## src/rtl/bht_pkg.sv

```systemverilog
// Shared definitions for the branch-history-table update path:
// predictor state encodings, queue depth and the state transition rule.
package bht_pkg;

  localparam int FIFO_DEPTH = 4;

  localparam logic [1:0] ST_00 = 2'b00;
  localparam logic [1:0] ST_01 = 2'b01;
  localparam logic [1:0] ST_10 = 2'b10;
  localparam logic [1:0] ST_11 = 2'b11;

  function automatic logic [1:0] next_state(
    input logic [1:0] old,
    input logic       taken
  );
    logic [1:0] ns;
    case ({old, taken})
      3'b000:  ns = ST_01;
      3'b001:  ns = ST_10;
      3'b010:  ns = ST_01;
      3'b011:  ns = ST_00;
      3'b100:  ns = ST_11;
      3'b101:  ns = ST_10;
      3'b110:  ns = ST_01;
      3'b111:  ns = ST_10;
      default: ns = ST_00;
    endcase
    return ns;
  endfunction

endpackage

```

## src/rtl/bht_state_next.sv

```systemverilog
// Combinational predictor-state successor for one pending update;
// one copy per forwarding source.
module bht_state_next
  import bht_pkg::*;
(
  input  logic [1:0] state_old,
  input  logic       taken,
  output logic [1:0] state_new
);

  assign state_new = next_state(state_old, taken);

endmodule

```

## src/rtl/bht_update_ctrl.sv

```systemverilog
// Queues resolved-branch updates and issues them one per cycle to the
// table's single update port, forwarding state between same-PC updates.
module bht_update_ctrl
  import bht_pkg::*;
#(
  parameter int IM_ADDR_BIT = 32
) (
  input  logic                   clk,
  input  logic                   rst_n,
  input  logic                   req_valid,
  input  logic [IM_ADDR_BIT-1:0] req_pc_4,
  input  logic [IM_ADDR_BIT-1:0] req_pc_remote,
  input  logic [1:0]             req_state_old,
  input  logic                   req_taken,
  output logic                   req_ready,
  input  logic                   hold,
  input  logic                   clear,
  output logic                   upd_en,
  output logic [IM_ADDR_BIT-1:0] upd_pc_4,
  output logic [IM_ADDR_BIT-1:0] upd_pc_remote,
  output logic [1:0]             upd_state_old,
  output logic                   upd_taken,
  output logic [2:0]             pending
);

  logic [IM_ADDR_BIT-1:0] pc4_q [FIFO_DEPTH];
  logic [IM_ADDR_BIT-1:0] rem_q [FIFO_DEPTH];
  logic [1:0]             st_q  [FIFO_DEPTH];
  logic                   tk_q  [FIFO_DEPTH];

  logic [1:0] rd_ptr;
  logic [1:0] wr_ptr;
  logic [2:0] cnt_q;

  logic       enq;
  logic       deq;
  logic [1:0] fwd_st;
  logic [1:0] idx;

  logic [1:0] fifo_nxt [FIFO_DEPTH];
  logic [1:0] out_nxt;

  assign req_ready = (cnt_q < 3'(FIFO_DEPTH));
  assign pending   = cnt_q;
  assign enq       = req_valid && req_ready && !clear;
  assign deq       = (cnt_q != 3'd0) && !hold && !clear;

  for (genvar g = 0; g < FIFO_DEPTH; g++) begin : g_fwd
    bht_state_next u_nxt (
      .state_old (st_q[g]),
      .taken     (tk_q[g]),
      .state_new (fifo_nxt[g])
    );
  end

  bht_state_next u_out_nxt (
    .state_old (upd_state_old),
    .taken     (upd_taken),
    .state_new (out_nxt)
  );

  // Scan oldest to youngest so the youngest match wins; the output
  // register is older than anything still queued.
  always_comb begin
    fwd_st = req_state_old;
    idx    = rd_ptr;
    if (upd_en && (upd_pc_4 == req_pc_4))
      fwd_st = out_nxt;
    for (int i = 0; i < FIFO_DEPTH; i++) begin
      idx = rd_ptr + 2'(i);
      if ((3'(i) < cnt_q) && (pc4_q[idx] == req_pc_4))
        fwd_st = fifo_nxt[idx];
    end
  end

  always_ff @(posedge clk or negedge rst_n) begin
    if (!rst_n) begin
      rd_ptr <= '0;
      wr_ptr <= '0;
      cnt_q  <= '0;
      for (int i = 0; i < FIFO_DEPTH; i++) begin
        pc4_q[i] <= '0;
        rem_q[i] <= '0;
        st_q[i]  <= ST_00;
        tk_q[i]  <= 1'b0;
      end
    end else if (clear) begin
      rd_ptr <= '0;
      wr_ptr <= '0;
      cnt_q  <= '0;
    end else begin
      if (enq) begin
        pc4_q[wr_ptr] <= req_pc_4;
        rem_q[wr_ptr] <= req_pc_remote;
        st_q[wr_ptr]  <= fwd_st;
        tk_q[wr_ptr]  <= req_taken;
        wr_ptr        <= wr_ptr + 2'd1;
      end
      if (deq)
        rd_ptr <= rd_ptr + 2'd1;
      cnt_q <= cnt_q + 3'(enq) - 3'(deq);
    end
  end

  always_ff @(posedge clk or negedge rst_n) begin
    if (!rst_n) begin
      upd_en        <= 1'b0;
      upd_pc_4      <= '0;
      upd_pc_remote <= '0;
      upd_state_old <= ST_00;
      upd_taken     <= 1'b0;
    end else begin
      upd_en <= deq;
      if (deq) begin
        upd_pc_4      <= pc4_q[rd_ptr];
        upd_pc_remote <= rem_q[rd_ptr];
        upd_state_old <= st_q[rd_ptr];
        upd_taken     <= tk_q[rd_ptr];
      end
    end
  end

endmodule

```

## config.mk

```make
export PLATFORM = sky130hd
export DESIGN_NAME = bht_update_ctrl
export DESIGN_NICKNAME = d
export VERILOG_FILES = /design/src/rtl/bht_pkg.sv /design/src/rtl/bht_state_next.sv /design/src/rtl/bht_update_ctrl.sv
export SDC_FILE = /design/constraint.sdc
export NUM_CORES = 1
export LEC_CHECK = 0
export CAP_MARGIN = 20
export CORE_ASPECT_RATIO = 0.9
export CORE_MARGIN = 2
export CORE_UTILIZATION = 55
export CTS_BUF_LIST = sky130_fd_sc_hd__clkbuf_4
export CTS_CLUSTER_DIAMETER = 60
export DETAILED_ROUTE_END_ITERATION = 6
export PLACE_DENSITY = 0.74
export SYNTH_ARGS = -nofsm -noshare
export SYNTH_HDL_FRONTEND = slang
export SYNTH_SLANG_ARGS = --single-unit
export TNS_END_PERCENT = 100
```

## constraint.sdc

```tcl
create_clock -name clk -period 3.7 [get_ports clk]
set_clock_uncertainty 0.1 [all_clocks]
set_input_delay 0.925 -clock clk [delete_from_list [all_inputs] [get_ports clk]]
set_output_delay 0.925 -clock clk [all_outputs]
set_load 0.01 [all_outputs]
```

==> metrics.yaml <==
final_layout:
  nFillCells: 2440
  drive_above_1_share_pct: 37.31
  post-route-util_pct: 66.98
  design_area_sq_um: 22020
  multi_input_area_sq_um: 9120
  layout.nets: 1755
  regArea_sq_um: 8591
  syn_to_final_growth_pct: 20.10
synth:
  synthCells: 1423
  syn_area_sq_um: 18330
  synth_top_cell_area_share_pct: 46.82
  synth_area_leaders: "dfrtp_1 47%, mux2_2 17%, mux4_2 10%, mux2i_1 4.8%, nand2_1 3.4%"
  synth_common_cells: "343 x dfrtp_1, 279 x mux2_2, 166 x nand2_1"
  ys_warn_count: 0
  avgSynthCellArea_sq_um: 12.88
  ys.flop_type: "dfrtp_1"
  yosysMostFrequentCell: "dfrtp_1"
  synth-async-reset-ratio_pct: 100.0
  synth_seq_cells: 343
  synth.net_count: 1504
  synth_top_area_cell: "dfrtp_1"
  synth_cell_types: 62
  yosysSeqAreaShare_pct: 46.82
  synth-edff-count: 0
route:
  via_count: 12790
  first_pass_iters: 7
  drt-total-wl_mm: 49.25
  drcViolationCount: 0
  via_per_inst: 5.949
  antenna_left: 0
  avgRoutedWirePerCell_microns: 22.92
  drt_iter0_drc: 928
floorplanning:
  rows: 63
  die_h_microns: 177.2
  ioPinCount: 144
  die-area_sq_um: 34810
  core_area_sq_um: 32870
  die_x_microns: 196.4
  start_util_pct: 55.77
power:
  comb_power_share_pct: 44.4
  fin_total_pwr_mw: 17.80
  p_sw_mw: 6.432
  p_leak_nw: 9.440
  power_density_nw_per_um2: 808.6
  p_sw_share_pct: 36.13
  seq_power_share_pct: 37.8
  power.internal_mw: 11.37
  peakVddDrop_uv: 477.9
  pwr-share-clk_pct: 17.7
timing:
  timing_hold_violations_final: 0
  tightest_slew_ns: 0.8728
  finalSetupViolCount: 0
  rsz0062_at_grt: "false"
  slew_headroom_pct: 41.82
  fmax_mhz: 281.9
  min_period_over_period_pct: 95.88
  fin_crit_ns: 3.547
  slew_violations: 0
worst_setup_path:
  path_delay_family: "simple AND/OR/NAND/NOR gates"
  slowest_stage: "or4b_1"
  arrival_ns: 4.07
  reg2reg_depth: 10
  worstSetupPathType: "flop to flop"
  crit_path_max_fanout: 18
  critPathBufInv: 2
  worstPathCellList: "buf_4, buf_4, mux2i_1, nor2_1, or3_1, a221oi_1, nand4_2, or4b_1, o311a_2, mux2_4"
  startpoint_type: "flop"
  crit_path_max_incr_delay_ns: 0.54
  cp.required_ns: 4.22
  rr_startpoint: "rd_ptr[1]"
  endpoint_kind: "flop"
  r2r-end: "st_q[2]"
  crit_top_cell: "buf_4"
  r2r_setup_slack_ns: 0.15
global_route:
  use_met1_pct: 39.29
  grt_max_degree: 76
  use_met3_pct: 8.003
  grt_pass1_wl_mm: 77.42
  overflow: 0
  antenna_found_initial: 1
  grt_use_total_pct: 29.28
  use_met2_pct: 45.74
  first_global_vias: 13660
  top_usage_layer: "met2"
clock_network:
  clk_path_buf_depth: 3
  tritoncts: "done"
  hold_buffers: 0
  clk_pin_slew_ns: 0.08
  insertion_delay_ns: 0.76
  h-tree-depth: 3
  cts_root_buffer: "clkbuf_4"
  numCtsBuffers: 90
  clock_sinks: 343
min_path:
  hold_class: "primary input to async pin"
run:
  maxCapViolations: 0
placed_design:
  hpwl_mm: 34.30
  io_buffers: 143
  routabilityCongestion: 0.9617
  place_area_sq_um: 20890
run_status:
  outcome: "finished clean"
==> layer usage <==
metal	share of wire [%]	vias to the layer above
li1	-	5677
met1	43	6572
met2	47	437
met3	7.2	99
met4	3.1	0
met5	0	-
==> layout by cell type, fill, tap and decap left out, types with 10 or more instances in the layout <==
master and n:
clkinv_1 14, nor2_1 38, mux2i_1 88, dfrtp_1 341, buf_12 18, a21oi_1 15
nand3_1 10, nor4_1 14, mux2_2 279, clkbuf_4 124, inv_1 20, buf_4 113
o22ai_1 11, o21ai_0 17, xor2_1 50, mux4_2 81, nand2_1 166, clkdlybuf4s50_1 142
xnor2_1 68, nand4_1 12
==> flip-flops by register name, summed over array words and instances (netlist names) <==
signal         cells
tk_q               4
upd_taken          1
rem_q            128
st_q               8
pending            3
upd_en             1
pc4_q            128
upd_state_old      2
upd_pc_remote     32
wr_ptr             2
rd_ptr             2
upd_pc_4          32
==> power groups by stage <==
stage / combinational, mW / clock (mW) / sequential (mW)
global placement: 7.63 / 0 / 6.67
floorplan: 5.18 / 0 / 6.47
detailed placement: 7.78 / 0 / 6.80
finish: 7.91 / 3.16 / 6.74
CTS: 7.82 / 3.24 / 6.75
global route: 8.47 / 3.42 / 6.94
==> cell families after synthesis <==
kind of cell    after synthesis  share of synthesized area, %
buf+inv                     137                         3.529
mux                         463                         33.57
simple gates                269                         6.416
fa+ha+maj                    11                        0.7644
flops                       343                         46.82
xor+xnor                    118                         5.637
compound gates               82                         3.262
==> worst reg2reg max path: stages (launching register included) <==
cell	delay [ns]
dfrtp_4	0.53
buf_4	0.20
buf_4	0.30
mux2i_1	0.32
nor2_1	0.06
or3_1	0.40
a221oi_1	0.39
nand4_2	0.18
or4b_1	0.54
o311a_2	0.16
mux2_4	0.26
==> stage by stage <==
stage               hold slack [ns]  setup slack [ns]  instances  TNS [ns]
finish                      0.04513            0.1526       2149         0
global route                0.06779           0.06222       2149         0
CTS                         0.01967           0.03160       2138         0
detailed placement           0.3607           -0.4526       1994    -3.329
global placement             0.3599           -0.4240       1994    -3.124
floorplan                    0.3752            0.1048       1423         0
==> area by class of cell <==
| class | count | area share, % |
|---|---|---|
| repair buffers | 274 | 12.01 |
| multi-input cells | 943 | 41.42 |
| well taps | 422 | 2.398 |
| inverters | 22 | 0.3807 |
| clock buffers | 124 | 4.228 |
| clock inverters | 20 | 0.5285 |
| flip-flops and latches | 343 | 39.02 |
| diodes | 1 | 0.01137 |
==> worst max-delay path by stage <==
| stage | depth (start not counted) | start | to |
|---|---|---|---|
| 6_report | 10 | rd_ptr[1] | st_q[2] |
| 2_1_floorplan | 13 | clear | pending[2] |
| 3_5_place_dp | 10 | req_pc_4[31] | st_q[3] |
| 3_3_place_gp | 10 | req_pc_4[31] | st_q[3] |
| 4_1_cts | 14 | rd_ptr[0] | st_q[3] |
| 5_1_grt | 13 | rd_ptr[1] | st_q[3] |
==> what timing repair did <==
item | in CTS | in global routing
resized for setup | 0 | 2
endpoints found under the setup margin | 0 | 8
setup buffers | 0 | 10
hold endpoints to repair | 0 | 0
No activity file was read; power rests on OpenSTA's default activity.
